[src/rtl/router_out_arbiter_pkg.sv]
// Shared router definitions: default sizes, arbiter state encoding and a
// modulo-increment helper used when advancing the round-robin pointer.
package router_out_arbiter_pkg;

  localparam int FLIT_W  = 8;
  localparam int NIN_DEF = 4;

  typedef enum logic {
    IDLE = 1'b0,
    LOCK = 1'b1
  } arb_state_t;

  // Next index after idx in a ring of n entries, with the wrap written out
  // so a non-power-of-2 ring never yields an index at or above n.
  function automatic int wrap_next(input int idx, input int n);
    return (idx + 1 >= n) ? 0 : idx + 1;
  endfunction

endpackage

[src/rtl/router_out_arbiter_rr_pick.sv]
// Round-robin picker: returns the first asserted request scanning upward from
// ptr and wrapping modulo NIN. Purely combinational so the route-computation
// stage can reuse it.
module router_out_arbiter_rr_pick #(
  parameter int NIN = 4,
  parameter int GW  = (NIN > 1) ? $clog2(NIN) : 1
) (
  input  logic [NIN-1:0] req,
  input  logic [GW-1:0]  ptr,
  output logic [GW-1:0]  idx,
  output logic           any
);

  // Scan offsets 0..NIN-1 from ptr; the first hit wins.
  always_comb begin
    int j;
    idx = '0;
    any = 1'b0;
    j   = 0;
    for (int k = 0; k < NIN; k++) begin
      j = int'(ptr) + k;
      if (j >= NIN) j = j - NIN;
      if (!any && req[j]) begin
        any = 1'b1;
        idx = GW'(j);
      end
    end
  end

endmodule

[src/rtl/router_out_arbiter.sv]
// Packet-level round-robin arbiter for one router output link. A granted
// input owns the link until its last flit transfers; flits pass through
// combinationally and only the grant, pointer and state are registered.
module router_out_arbiter
  import router_out_arbiter_pkg::*;
#(
  parameter int NIN = NIN_DEF,
  parameter int DW  = FLIT_W,
  parameter int GW  = (NIN > 1) ? $clog2(NIN) : 1
) (
  input  logic              clk,
  input  logic              rst,
  input  logic [NIN-1:0]    lvalid,
  input  logic [NIN-1:0]    llast,
  input  logic [NIN*DW-1:0] ldata,
  output logic [NIN-1:0]    lrdy,
  output logic              rvalid,
  output logic              rlast,
  output logic [DW-1:0]     rdata,
  input  logic              rrdy,
  output logic              busy,
  output logic [GW-1:0]     gnt_idx
);

  arb_state_t      state, state_n;
  logic [GW-1:0]   ptr, ptr_n;
  logic [GW-1:0]   gnt_n;
  logic [GW-1:0]   pick_idx;
  logic            pick_any;

  router_out_arbiter_rr_pick #(
    .NIN (NIN),
    .GW  (GW)
  ) u_pick (
    .req (lvalid),
    .ptr (ptr),
    .idx (pick_idx),
    .any (pick_any)
  );

  assign busy = (state == LOCK);

  // State, round-robin pointer and grant registers.
  always_ff @(posedge clk) begin
    if (rst) begin
      state   <= IDLE;
      ptr     <= '0;
      gnt_idx <= '0;
    end else begin
      state   <= state_n;
      ptr     <= ptr_n;
      gnt_idx <= gnt_n;
    end
  end

  // Arbitrate in IDLE; in LOCK steer the granted input to the link until
  // its last flit is accepted downstream.
  always_comb begin
    state_n = state;
    ptr_n   = ptr;
    gnt_n   = gnt_idx;
    rvalid  = 1'b0;
    rlast   = 1'b0;
    rdata   = '0;
    lrdy    = '0;
    unique case (state)
      IDLE: begin
        if (pick_any) begin
          gnt_n   = pick_idx;
          state_n = LOCK;
        end
      end
      LOCK: begin
        rvalid        = lvalid[gnt_idx];
        rlast         = llast[gnt_idx];
        rdata         = ldata[gnt_idx*DW +: DW];
        lrdy[gnt_idx] = rrdy;
        if (lvalid[gnt_idx] && rrdy && llast[gnt_idx]) begin
          state_n = IDLE;
          ptr_n   = GW'(wrap_next(int'(gnt_idx), NIN));
        end
      end
      default: state_n = IDLE;
    endcase
  end

endmodule
[config.mk]
export PLATFORM = sky130hd
export DESIGN_NAME = router_out_arbiter
export DESIGN_NICKNAME = d
export VERILOG_FILES = /design/src/rtl/router_out_arbiter_pkg.sv /design/src/rtl/router_out_arbiter_rr_pick.sv /design/src/rtl/router_out_arbiter.sv
export SDC_FILE = /design/constraint.sdc
export NUM_CORES = 1
export LEC_CHECK = 0
export CAP_MARGIN = 30
export CORE_UTILIZATION = 33
export CTS_CLUSTER_DIAMETER = 60
export DETAILED_ROUTE_END_ITERATION = 8
export GPL_TIMING_DRIVEN = 1
export PLACE_DENSITY = 0.84
export SKIP_LAST_GASP = 1
export SYNTH_ARGS = -nofsm -noshare
export SYNTH_HDL_FRONTEND = slang
export SYNTH_HIERARCHICAL = 1
export SYNTH_SLANG_ARGS = --single-unit
export TNS_END_PERCENT = 50
[constraint.sdc]
create_clock -name clk -period 4 [get_ports clk]
set_clock_uncertainty 0.05 [all_clocks]
set_input_delay 0.8 -clock clk [delete_from_list [all_inputs] [get_ports clk]]
set_output_delay 0.8 -clock clk [all_outputs]
set_load 0.02 [all_outputs]
; ---- After elaboration in Yosys (flattened, before gate mapping)
; Cells that the tools add are included.
[word_totals]
register_bits = 5
out_inout_bits = 17
elab_cells = 74
[op_classes]
bitwise_logic = 2
magnitude_cmp = 11
addsub = 8
muxes = 38
shifts = 1
n_reduce_logical = 11
[ops]
columns = op, n
row1 = "less-than comparator 32 x 4 -> 1 bit, second input constant", 4
row2 = two-way mux 32 bit, 4
row3 = ">= comparator 32 x 4 -> 1 bit, second input constant", 3
row4 = "subtractor 32 x 4 -> 32 bit, second input constant", 3
row5 = variable part select 32 x 6 -> 8 bit, 1
row6 = two-way mux 1 bit, 19
row7 = binary-select mux 1 bit (select 2 bit), 6
row8 = two-way mux 2 bit, 5
row9 = two-way mux 8 bit, 1
row10 = "adder 2 x 1 -> 3 bit, second input constant", 2
row11 = "adder 2 x 2 -> 3 bit, second input constant", 2
row12 = logical AND 1 bit, 6
row13 = AND 4 bit, 1
row14 = two-way mux 4 bit, 1
row15 = AND reduction 2 bit, 2
row16 = "subtractor 2 x 3 -> 4 bit, second input constant", 1
row17 = ">= comparator 2 x 3 -> 1 bit, second input constant", 1
row18 = ">= comparator 3 bit, second input constant", 1
row19 = logical NOT 1 bit, 3
row20 = "less-than comparator 2 x 3 -> 1 bit, second input constant", 1
row21 = demux 1 bit (select 2 bit), 1
row22 = ">= comparator 2 x 1 -> 1 bit, second input constant", 1
row23 = case mux 1 bit (2 select lines), 1
row24 = NOT 1 bit, 1

; ---- Depth between registers and ports, before layout
[depth]
depth_word = 17
depth_mapped = 6
mapped_depth_nobuf = 6

; ---- Hierarchy
; Netlist, hierarchy kept.
[modules_own_cells]
columns = mod, area_each_um2, seq_area_each_um2, n_inst, cells_per_inst
row1 = router_out_arbiter, 606.8, 100.1, 1, 61
row2 = router_out_arbiter_rr_pick, 77.6, 0.0, 1, 15

; ---- Worst setup path after synthesis
; OpenSTA, ideal clock, no wires.
[synth_path]
path_kind = input -> output
startpoint = input lvalid[3]
endpoint = output rvalid
required_ns = 3.150
cell_stages = 2
slack_ns = 1.637
path_buffers = 0
arrival_ns = 1.513
path_cell_list = mux4_2 > and2_2
[synth_between]
elab_chain_len = 3
[synth_lines]
columns = element, line_no
row1 = start: declaration, router_out_arbiter.sv:13  ; input logic [NIN-1:0] lvalid,
row2 = binary-select mux 1 bit (select 2 bit), router_out_arbiter.sv:74  ; rvalid = lvalid[gnt_idx];
row3 = two-way mux 1 bit (not written as such), router_out_arbiter.sv:74
row4 = two-way mux 1 bit, router_out_arbiter.sv:66  ; unique case (state)
row5 = end: declaration, router_out_arbiter.sv:17  ; output logic rvalid,
; No other way between the ends. The select of a mux whose other input is x is not followed.

; ---- Final worst setup path
[layout_path]
startpoint = input lvalid[0]
endpoint = output rvalid
; Same word-level chain as after synthesis.

==> insert_results.sql <==
INSERT INTO impl_metrics (metric_group, metric, value, unit) VALUES
('outcome', 'outcome', 'finished clean', ''),
('clock_network', 'htreeDepth', '1', ''),
('worst_setup_path', 'timing.critical_path.to', 'rvalid', ''),
('place', 'placed_cells', '160', ''),
('power', 'p_comb_share', '51.6', '%'),
('worst_hold_path', 'hold_path.class', 'flop to flop', ''),
('clock_network', 'tritoncts', 'done', ''),
('final_layout', 'layout.nets', '185', ''),
('logic_synthesis', 'synth_top_cell_by_area', 'sky130_fd_sc_hd__mux4_2', ''),
('die', 'row_count', '16', ''),
('final_layout', 'layoutNonFillerInstCount', '164', ''),
('global_route', 'grt_pass1_vias', '712', ''),
('power', 'vdd.ir_drop.worst', '205', 'uV'),
('die', 'initial_utilization', '34.9', '%'),
('logic_synthesis', 'synth.avg_cell_area', '9.01', 'um2'),
('logic_synthesis', 'number_of_enable_type_register_cells_in_the_synthesized_netlist', '0', ''),
('worst_setup_path', 'worstSetupPathType', 'input port to primary output', ''),
('sta', 'rsz_0062_raised_after_global_routing', 'false', ''),
('global_route', 'grt_first_pass_wirelength', '3060', 'um'),
('sta', 'setup_viol', '0', ''),
('die', 'floorplan.core_area', '1960', 'um2'),
('global_route', 'grt_max_degree', '19', ''),
('logic_synthesis', 'yosys-top-cells-count', '8 x sky130_fd_sc_hd__and2_1, 8 x sky130_fd_sc_hd__mux4_2, 7 x sky130_fd_sc_hd__nor2_1', ''),
('drt', 'first_pass_iters', '4', ''),
('global_route', 'number_of_antenna_violations_at_the_first_check_in_global_routing', '0', ''),
('final_layout', 'n_antenna_cell', '0', ''),
('worst_setup_path', 'worstRegToRegCells', '4', ''),
('logic_synthesis', 'ys_seq_area_share', '14.6', '%'),
('logic_synthesis', 'synth.net_count', '123', ''),
('final_layout', 'layout-drive-gt1-share', '10.9', '%'),
('logic_synthesis', 'post_synth_and_or_nand_nor_area_fraction', '26.9', '%'),
('drt', 'detail_route.vias_per_cell', '5.08', ''),
('power', 'power_share_of_the_sequential_group', '25.2', '%'),
('power', 'total_switching_power', '0.0696', 'mW'),
('sta', 'worst_pin_slew', '0.631', 'ns'),
('place', 'dp_hpwl', '1970', 'um'),
('logic_synthesis', 'synthXorXnorAreaFrac', '0', '%'),
('drt', 'drt_wl_total', '2370', 'um'),
('clock_network', 'ctsResizeCount', '0', ''),
('die', 'fp.dieArea', '2260', 'um2'),
('sta', 'max-slew-margin-rel', '57.9', '%'),
('logic_synthesis', 'synth_seq_cells', '5', ''),
('worst_setup_path', 'worstSetupStartpoint', 'lvalid[0]', ''),
('drt', 'antenna_violating_nets_post_route', '0', ''),
('worst_setup_path', 'regToRegStartpoint', 'gnt_idx[1]', ''),
('global_route', 'grt.overflow.total', '0', ''),
('job', 'max_cap_viol_count', '0', ''),
('die', 'design.portCount', '60', ''),
('clock_network', 'cts_inserted_buffers', '3', ''),
('power', 'power.density', '182', 'nW/um2'),
('worst_setup_path', 'cp_data_required_time', '3.15', 'ns'),
('drt', 'detail_route.wl_per_cell', '14.5', 'um'),
('power', 'netSwitchingFraction', '29.0', '%'),
('drt', 'route.vias.total', '833', ''),
('die', 'die_height', '47.5', 'um'),
('clock_network', 'cts_hold_repair.buffers', '0', ''),
('clock_network', 'number_of_sinks_handled_by_clock_tree_synthesis', '5', ''),
('worst_setup_path', 'crit_path_max_fanout', '5', ''),
('worst_setup_path', 'regToRegEndpoint', 'busy', ''),
('logic_synthesis', 'synthMuxAreaShare', '34.6', '%'),
('power', 'power.clock.fraction', '23.1', '%'),
('clock_network', 'clock_latency_reported_for_the_late_side_of_the_worst_skew_pair', '0.23', 'ns'),
('logic_synthesis', 'synth_unique_cells', '25', ''),
('logic_synthesis', 'top_cells_by_area_in_the_synthesized_netlist', 'sky130_fd_sc_hd__mux4_2 26%, sky130_fd_sc_hd__dfxtp_1 15%, sky130_fd_sc_hd__and2_1 7.3%, sky130_fd_sc_hd__ha_1 7.3%, sky130_fd_sc_hd__and3_1 4.6%', ''),
('worst_setup_path', 'worstSetupStartpointType', 'input port', ''),
('worst_setup_path', 'signal_arrival_time_at_the_worst_endpoint', '2.52', 'ns'),
('final_layout', 'fillerInstances', '173', ''),
('worst_setup_path', 'timing.critical_path.to_type', 'primary output', ''),
('logic_synthesis', 'post_synth_instance_area', '684', 'um2'),
('sta', 'timing.fmax', '297', 'MHz'),
('drt', 'drc', '0', '');
[worst min-delay path by stage]
stage | from | depth (start not counted) | to | slack [ns]
4_1_cts | ptr[1] | 2 | ptr[1] | 0.47
5_1_grt | ptr[1] | 2 | ptr[1] | 0.49
6_report | ptr[1] | 2 | ptr[1] | 0.47
3_5_place_dp | ptr[1] | 2 | ptr[1] | 0.46
3_3_place_gp | ptr[0] | 2 | ptr[0] | 0.46
2_1_floorplan | ptr[0] | 2 | ptr[0] | 0.43
[per-layer routing]
layer / track usage (%) / wire, um / vias to the layer above / part of all wire, %
li1: - / - / 400 / -
met1: 21.0 / 852 / 389 / 36
met2: 33.7 / 1150 / 42 / 49
met3: 4.91 / 351 / 2 / 15
met4: 7.22 / 14 / 0 / 0.59
met5: 0 / 0 / - / 0
[registers in the layout (all words and copies together) (netlist names)]
register and flops:
gnt_idx 2, ptr 2, busy 1
[per-stage QoR]
step	utilization, %	hold WS (ns)	area [um2]	total power [mW]	setup slack (ns)
finish	67.4	0.469	1320	0.240	0.629
global route	67.4	0.488	1320	0.258	0.564
CTS	67.4	0.472	1320	0.244	0.617
detailed placement	66.1	0.461	1300	0.186	0.615
global placement	66.1	0.457	1300	0.183	0.649
floorplan	-	0.431	684	0.114	1.64
[layout by cell type, fill, tap and decap left out, drive strengths merged]
cell type	count
inv	7
mux4	9
nor2	7
o21ai	2
o221ai	1
clkbuf	4
clkdlybuf4s50	59
nor2b	1
nor3	3
nand2	3
a21oi	6
dfxtp	5
nand2b	4
nand3	1
mux2i	3
nand4	1
and3	5
a221o	1
buf	1
ha	4
o21a	1
and2	9
[logic make-up after synthesis]
| group | count (synthesis) |
|---|---|
| AOI/OAI and AO/OA | 11 |
| adders and majority gates | 4 |
| buffers and inverters | 10 |
| DFF | 5 |
| muxes | 12 |
| and+or+nand+nor | 34 |
[critical path: stages]
cell	delay, ns
sky130_fd_sc_hd__clkdlybuf4s50_1	0.48
sky130_fd_sc_hd__mux4_2	0.51
sky130_fd_sc_hd__and2_2	0.21
sky130_fd_sc_hd__clkdlybuf4s50_1	0.53
[power groups by stage]
stage / sequential (mW) / clock (mW) / combinational, mW
after detailed placement: 0.0620 / 0 / 0.124
after floorplan: 0.0590 / 0 / 0.0550
final: 0.0606 / 0.0556 / 0.124
after CTS: 0.0611 / 0.0587 / 0.125
after global routing: 0.0619 / 0.0621 / 0.134
after global placement: 0.0617 / 0 / 0.122
[area by class of cell]
| class | instances | area (um2) | area share, % |
|---|---|---|---|
| flip-flops and latches | 5 | 100 | 7.57 |
| repair buffers | 60 | 598 | 45.2 |
| well taps | 27 | 33.8 | 2.55 |
| inverters | 7 | 26.3 | 1.99 |
| multi-input cells | 61 | 538 | 40.7 |
| clock buffers | 4 | 26.3 | 1.99 |
(Power assumes the default switching activity.)
